===== src/rtl/ring_pkg.sv =====
// Shared definitions for the one-hot ring counter and its phase monitor.
package ring_pkg;

  localparam int unsigned RING_W         = 4;
  localparam int unsigned SYNC_N_DEFAULT = 2;

  localparam logic [1:0] ST_UNLOCKED = 2'd0;
  localparam logic [1:0] ST_LOCKING  = 2'd1;
  localparam logic [1:0] ST_LOCKED   = 2'd2;

  typedef enum logic [1:0] {
    S_UNLOCKED = ST_UNLOCKED,
    S_LOCKING  = ST_LOCKING,
    S_LOCKED   = ST_LOCKED
  } mon_state_e;

  // One left-rotation of a ring-width phase vector (MSB wraps to bit 0).
  function automatic logic [RING_W-1:0] rotl(input logic [RING_W-1:0] v);
    return {v[RING_W-2:0], v[RING_W-1]};
  endfunction

endpackage


===== src/rtl/ring_phase_monitor_onehot_to_bin.sv =====
// Combinational one-hot legality check and binary index encoder.
module onehot_to_bin #(
  parameter  int unsigned WIDTH = 4,
  localparam int unsigned IDX_W = $clog2(WIDTH)
) (
  input  logic [WIDTH-1:0] vec,
  output logic             valid_c,
  output logic [IDX_W-1:0] idx_c
);

  // Exactly one bit set: non-zero and clearing the lowest set bit leaves nothing.
  always_comb begin
    valid_c = (vec != '0) && ((vec & (vec - WIDTH'(1))) == '0);
  end

  // OR of set-bit positions; only meaningful when valid_c is high.
  always_comb begin
    idx_c = '0;
    for (int unsigned i = 0; i < WIDTH; i++) begin
      if (vec[i]) begin
        idx_c = idx_c | IDX_W'(i);
      end
    end
  end

endmodule


===== src/rtl/ring_phase_monitor.sv =====
// Checks a one-hot ring phase for legal single-step rotation, reports index,
// rotation count and sticky error flags; ties its pad output enables low.
module ring_phase_monitor
  import ring_pkg::*;
#(
  parameter  int unsigned WIDTH  = RING_W,
  parameter  int unsigned ROT_W  = 8,
  parameter  int unsigned SYNC_N = SYNC_N_DEFAULT,
  localparam int unsigned IDX_W  = $clog2(WIDTH),
  localparam int unsigned OEB_W  = IDX_W + ROT_W + 3
) (
`ifdef USE_POWER_PINS
  inout  wire              vccd1,
  inout  wire              vssd1,
`endif
  input  logic             Clock,
  input  logic             Reset,
  input  logic [WIDTH-1:0] Phase_in,
  input  logic             Enable,
  input  logic             Clear_err,
  output logic [IDX_W-1:0] Phase_idx,
  output logic [ROT_W-1:0] Rot_count,
  output logic             Locked,
  output logic             Err_onehot,
  output logic             Err_seq,
  output logic [OEB_W-1:0] io_oeb
);

  localparam int unsigned CNT_W = $clog2(SYNC_N + 1);

  mon_state_e       state_q, state_d;
  logic [WIDTH-1:0] phase_q, phase_d;
  logic             have_prev_q, have_prev_d;
  logic [CNT_W-1:0] good_q, good_d;
  logic [IDX_W-1:0] idx_q, idx_d;
  logic [ROT_W-1:0] rot_q, rot_d;
  logic             locked_q, locked_d;
  logic             err_oh_q, err_oh_d;
  logic             err_seq_q, err_seq_d;

  logic             valid_c;
  logic [IDX_W-1:0] idx_c;
  logic             step_ok_c;
  logic [CNT_W-1:0] good_inc_c;

  onehot_to_bin #(.WIDTH(WIDTH)) u_onehot_to_bin (
    .vec     (Phase_in),
    .valid_c (valid_c),
    .idx_c   (idx_c)
  );

  always_comb begin
    step_ok_c  = valid_c && have_prev_q &&
                 (Phase_in == {phase_q[WIDTH-2:0], phase_q[WIDTH-1]});
    good_inc_c = good_q + CNT_W'(1);
  end

  // Next-state: clear is applied first so a same-edge error or wrap wins.
  always_comb begin
    state_d     = state_q;
    phase_d     = phase_q;
    have_prev_d = have_prev_q;
    good_d      = good_q;
    idx_d       = idx_q;
    rot_d       = rot_q;
    err_oh_d    = err_oh_q;
    err_seq_d   = err_seq_q;

    if (Clear_err) begin
      err_oh_d  = 1'b0;
      err_seq_d = 1'b0;
      rot_d     = '0;
    end

    if (!Enable) begin
      state_d     = S_UNLOCKED;
      have_prev_d = 1'b0;
      good_d      = '0;
    end else begin
      phase_d     = Phase_in;
      have_prev_d = 1'b1;
      if (valid_c) begin
        idx_d = idx_c;
      end
      case (state_q)
        S_UNLOCKED: begin
          if (valid_c) begin
            state_d = S_LOCKING;
            good_d  = '0;
          end
        end
        S_LOCKING: begin
          if (step_ok_c) begin
            good_d = good_inc_c;
            if (good_inc_c == CNT_W'(SYNC_N)) begin
              state_d = S_LOCKED;
            end
          end else if (valid_c) begin
            good_d = '0;
          end else begin
            state_d = S_UNLOCKED;
          end
        end
        S_LOCKED: begin
          if (step_ok_c) begin
            if (Phase_in[0]) begin
              rot_d = rot_d + ROT_W'(1);
            end
          end else if (!valid_c) begin
            err_oh_d = 1'b1;
            state_d  = S_UNLOCKED;
          end else begin
            err_seq_d = 1'b1;
            state_d   = S_LOCKING;
            good_d    = '0;
          end
        end
        default: begin
          state_d = S_UNLOCKED;
          good_d  = '0;
        end
      endcase
    end

    locked_d = (state_d == S_LOCKED);
  end

  always_ff @(posedge Clock or posedge Reset) begin
    if (Reset) begin
      state_q     <= S_UNLOCKED;
      phase_q     <= '0;
      have_prev_q <= 1'b0;
      good_q      <= '0;
      idx_q       <= '0;
      rot_q       <= '0;
      locked_q    <= 1'b0;
      err_oh_q    <= 1'b0;
      err_seq_q   <= 1'b0;
    end else begin
      state_q     <= state_d;
      phase_q     <= phase_d;
      have_prev_q <= have_prev_d;
      good_q      <= good_d;
      idx_q       <= idx_d;
      rot_q       <= rot_d;
      locked_q    <= locked_d;
      err_oh_q    <= err_oh_d;
      err_seq_q   <= err_seq_d;
    end
  end

  assign Phase_idx  = idx_q;
  assign Rot_count  = rot_q;
  assign Locked     = locked_q;
  assign Err_onehot = err_oh_q;
  assign Err_seq    = err_seq_q;
  assign io_oeb     = '0;

endmodule


===== config.mk =====
export PLATFORM = sky130hd
export DESIGN_NAME = ring_phase_monitor
export DESIGN_NICKNAME = d
export VERILOG_FILES = /design/src/rtl/ring_pkg.sv /design/src/rtl/ring_phase_monitor_onehot_to_bin.sv /design/src/rtl/ring_phase_monitor.sv
export SDC_FILE = /design/constraint.sdc
export NUM_CORES = 1
export LEC_CHECK = 0
export ABC_AREA = 1
export CAP_MARGIN = 20
export CORE_MARGIN = 2
export CORE_UTILIZATION = 30
export CTS_CLUSTER_SIZE = 40
export DETAILED_ROUTE_END_ITERATION = 16
export GPL_TIMING_DRIVEN = 0
export HOLD_SLACK_MARGIN = 0.15
export PLACE_DENSITY = 0.6
export SLEW_MARGIN = 40
export SYNTH_ARGS = -nofsm -noshare
export SYNTH_HDL_FRONTEND = slang
export SYNTH_SLANG_ARGS = --single-unit

===== constraint.sdc =====
create_clock -name Clock -period 3.5 [get_ports Clock]
set_input_delay 0.35 -clock Clock [delete_from_list [all_inputs] [get_ports Clock]]
set_output_delay 0.35 -clock Clock [all_outputs]
set_load 0.01 [all_outputs]

==> metrics.txt <==
most common cell after layout, fill and taps aside=nand2_1; total of max-cap violations=0; Setup TNS Final=0 ps; proportion of layout cells with a drive suffix above 1=17.9%; router iterations before antenna repair=4; weighted congestion at the end of routability-driven global placement=0.797; CP Buf/Inv Count=3; Clock Pin Slew Worst Setup and Hold Paths=80 ps; area fraction in and, or, nand and nor cells after synthesis=33.9%; Synthesis Warnings=0; most frequently used flop master after synthesis=dfrtp_1; overall die area=5380 um^2; largest family of logic cells by synthesized area=simple AND/OR/NAND/NOR gates; clock latency reported for the late side of the worst-skew pair=260 ps; Max Clk Rate=543 MHz; fraction of synthesized area in multiplexers=0%; port buffer count=19; std cell rows=25; met2 usage=19.6%; startpoint types=primary input; multi-input logic area=682 um^2; leak pwr=0.935 nW; classification of the worst setup path=primary input to flip-flop; register-to-register path setup slack=1840 ps; Initial DRC Count=28; NumNets Final=240; # fillers=499; largest net degree at the start of global routing=23; Antenna Diode Count=0; global-route usage over all layers=12.0%; number of nets with antenna violations after detailed routing=0; ys async rst share=100%; via total after detailed routing=1201; most repeated library cell on the critical path=nand3_1; Final Cycle Share=52.6%; critical-path cell with the highest stage delay=clkdlybuf4s50_1; core outline area=4690 um^2; Crit. End Element=flip-flop; Ports=34; WL per Instance=9.82 um; count of unresolved DRC violations after routing=0; Mapped Cells=194; chain of cells forming the critical path=clkdlybuf4s50_1 > buf_4 > nand3_1 > inv_2 > nand3_1 > nor3_2 > nand2_1 > xor2_1; xor/xnor cell area share of the yosys netlist=1.82%; via count of the first global-routing pass=1167; final count of pins violating max slew=0; status=finished, final reports clean; arrival time of data at the critical path endpoint=1990 ps; effective utilization at floorplan=30.7%; Detailed Place HPWL=2240 um; worst clock skew on the final layout=2.18 ps; worst IR drop on VDD=0.000143 V; sequential standard cell area=551 um^2; commonest cells after routing, fill and taps aside=nand2_1 (52), inv_1 (28), dfrtp_1 (22); count of hold buffers inserted by post-cts repair=0; number of flops mapped to enable cells by yosys=0; clock root buffer=clkbuf_8; vertical die dimension=73.3 um; initial antenna violation count=0; post-cts repair resize count=0; adder-cell area share of the yosys netlist=1.73%; setup-violating endpoint count in the final report=0; die outline width=73.3 um; post-synthesis instance area=1440 um^2; post-synthesis compound-gate area fraction=6.42%; type of the tightest min-delay check=primary input to flip-flop; Vias/cell=4.24; final count of hold timing violations=0; critical-path maximum fanout=10; Clock Tree Buf Depth=2; sequential fraction of the synthesis area=38.2%; postcts setup bufs=0; highest-utilization routing layer at the global route stage=met2; clock tree from TritonCTS=yes; critical path required time=3650 ps; overall routed net length=2780 um; P per Cell Area=310 nW/um^2; maximum single-stage delay on the critical path=470 ps; fin crit period=1840 ps; synthesized area per cell=7.44 um^2; met1 track demand over resource=15.3%; global-route wire length before repair=4970 um; residual overflow from global routing=0; total clock sinks=22; RSZ-0062 raised after global routing=no; Inserted Clock Buffers=3; library cells used by synthesis=31; flip-flop and latch count after synthesis=22; crit-path leading delay family=buffers and inverters; area overhead of the layout relative to synthesis=24.8%; H-tree depth reported by CTS=1; met3 routing resource usage after global routing=2.33%; hold_ws=352 ps
-- cell usage after synthesis, types with 2 or more instances --
cell type	n	area [um^2]
buf_4	14	105
nand2_2	4	25.0
nand2_1	52	195
xor2_1	2	17.5
nand3b_1	2	15.0
o21ai_1	3	15.0
inv_2	4	15.0
o21ai_0	10	50.1
nor2_1	15	56.3
nand4_1	4	25.0
nand3_1	9	45.0
nor2_4	2	22.5
ha_1	2	25.0
a21oi_1	2	10.0
inv_1	29	109
nor2_2	4	25.0
dfrtp_1	22	551
-- sequential cells by signal (all words and copies together) (netlist names) --
register	count
Err_onehot	1
Err_seq	1
Locked	1
Phase_idx	2
Rot_count	8
good_q	2
have_prev_q	1
phase_q	4
state_q	2
-- cell type report --
cell class,count,area share (%)
flip-flops and latches,22,30.6
repair buffers,19,10.6
multi-input cells,134,37.9
well taps,54,3.75
plain buffers,15,6.46
clock buffers,4,3.06
inverters,35,7.71
-- cell families (layout without fill, tap and decap cells) --
kind of cell	after synthesis	count (layout)
fa+ha+maj	2	2
flops	22	22
other cells	1	13
xor+xnor	3	3
compound gates	17	17
simple gates	99	99
buf+inv	50	73
-- tightest hold or removal path, delay by kind of cell --
kind / cells / cell delay (ps)
AOI/OAI and AO/OA: 1 / 60
and+or+nand+nor: 1 / 50
buffers and inverters: 1 / 120
-- power by group --
| part | internal (mW) | total (mW) | switching (mW) |
|---|---|---|---|
| sequential | 0.264 | 0.270 | 0.00587 |
| combinational | 0.0427 | 0.104 | 0.0613 |
| clock | 0.100 | 0.184 | 0.0837 |
| total | 0.407 | 0.558 | 0.151 |
-- path summary, 6_finish.rpt --
check                      cells past startpoint                     start                  endpoint
max in group asynchronous                      2                     Reset         Err_seq$_DFF_PP0_
setup reg to reg                               7      state_q[0]$_DFF_PP0_    Rot_count[4]$_DFF_PP0_
hold / removal                                 3               Phase_in[0]    phase_q[0]$_DFFE_PP0P_
setup / recovery                               8                    Enable    Rot_count[4]$_DFF_PP0_
min in group asynchronous                      2                     Reset    phase_q[3]$_DFFE_PP0P_
hold reg to reg                                2  Phase_idx[1]$_DFFE_PP0P_  Phase_idx[1]$_DFFE_PP0P_
-- stage by stage --
stage               setup WS (ps)  power [mW]  utilization (%)  cell area [um^2]  cells
finish                       1660       0.558             38.4              1800    283
global route                 1490       0.593             38.4              1800    283
CTS                          1660       0.567             38.4              1800    283
detailed placement           1380       0.381             37.2              1750    279
global placement             1360       0.379             37.2              1750    279
floorplan                    2080       0.350                -              1490    206
-- metal layers --
metal	routed length, um	vias up
met3	120	5
met1	1310	529
met2	1300	26
li1	-	641
met4	55	0
met5	0	-
Note: power is estimated with default switching activity, not from simulation.
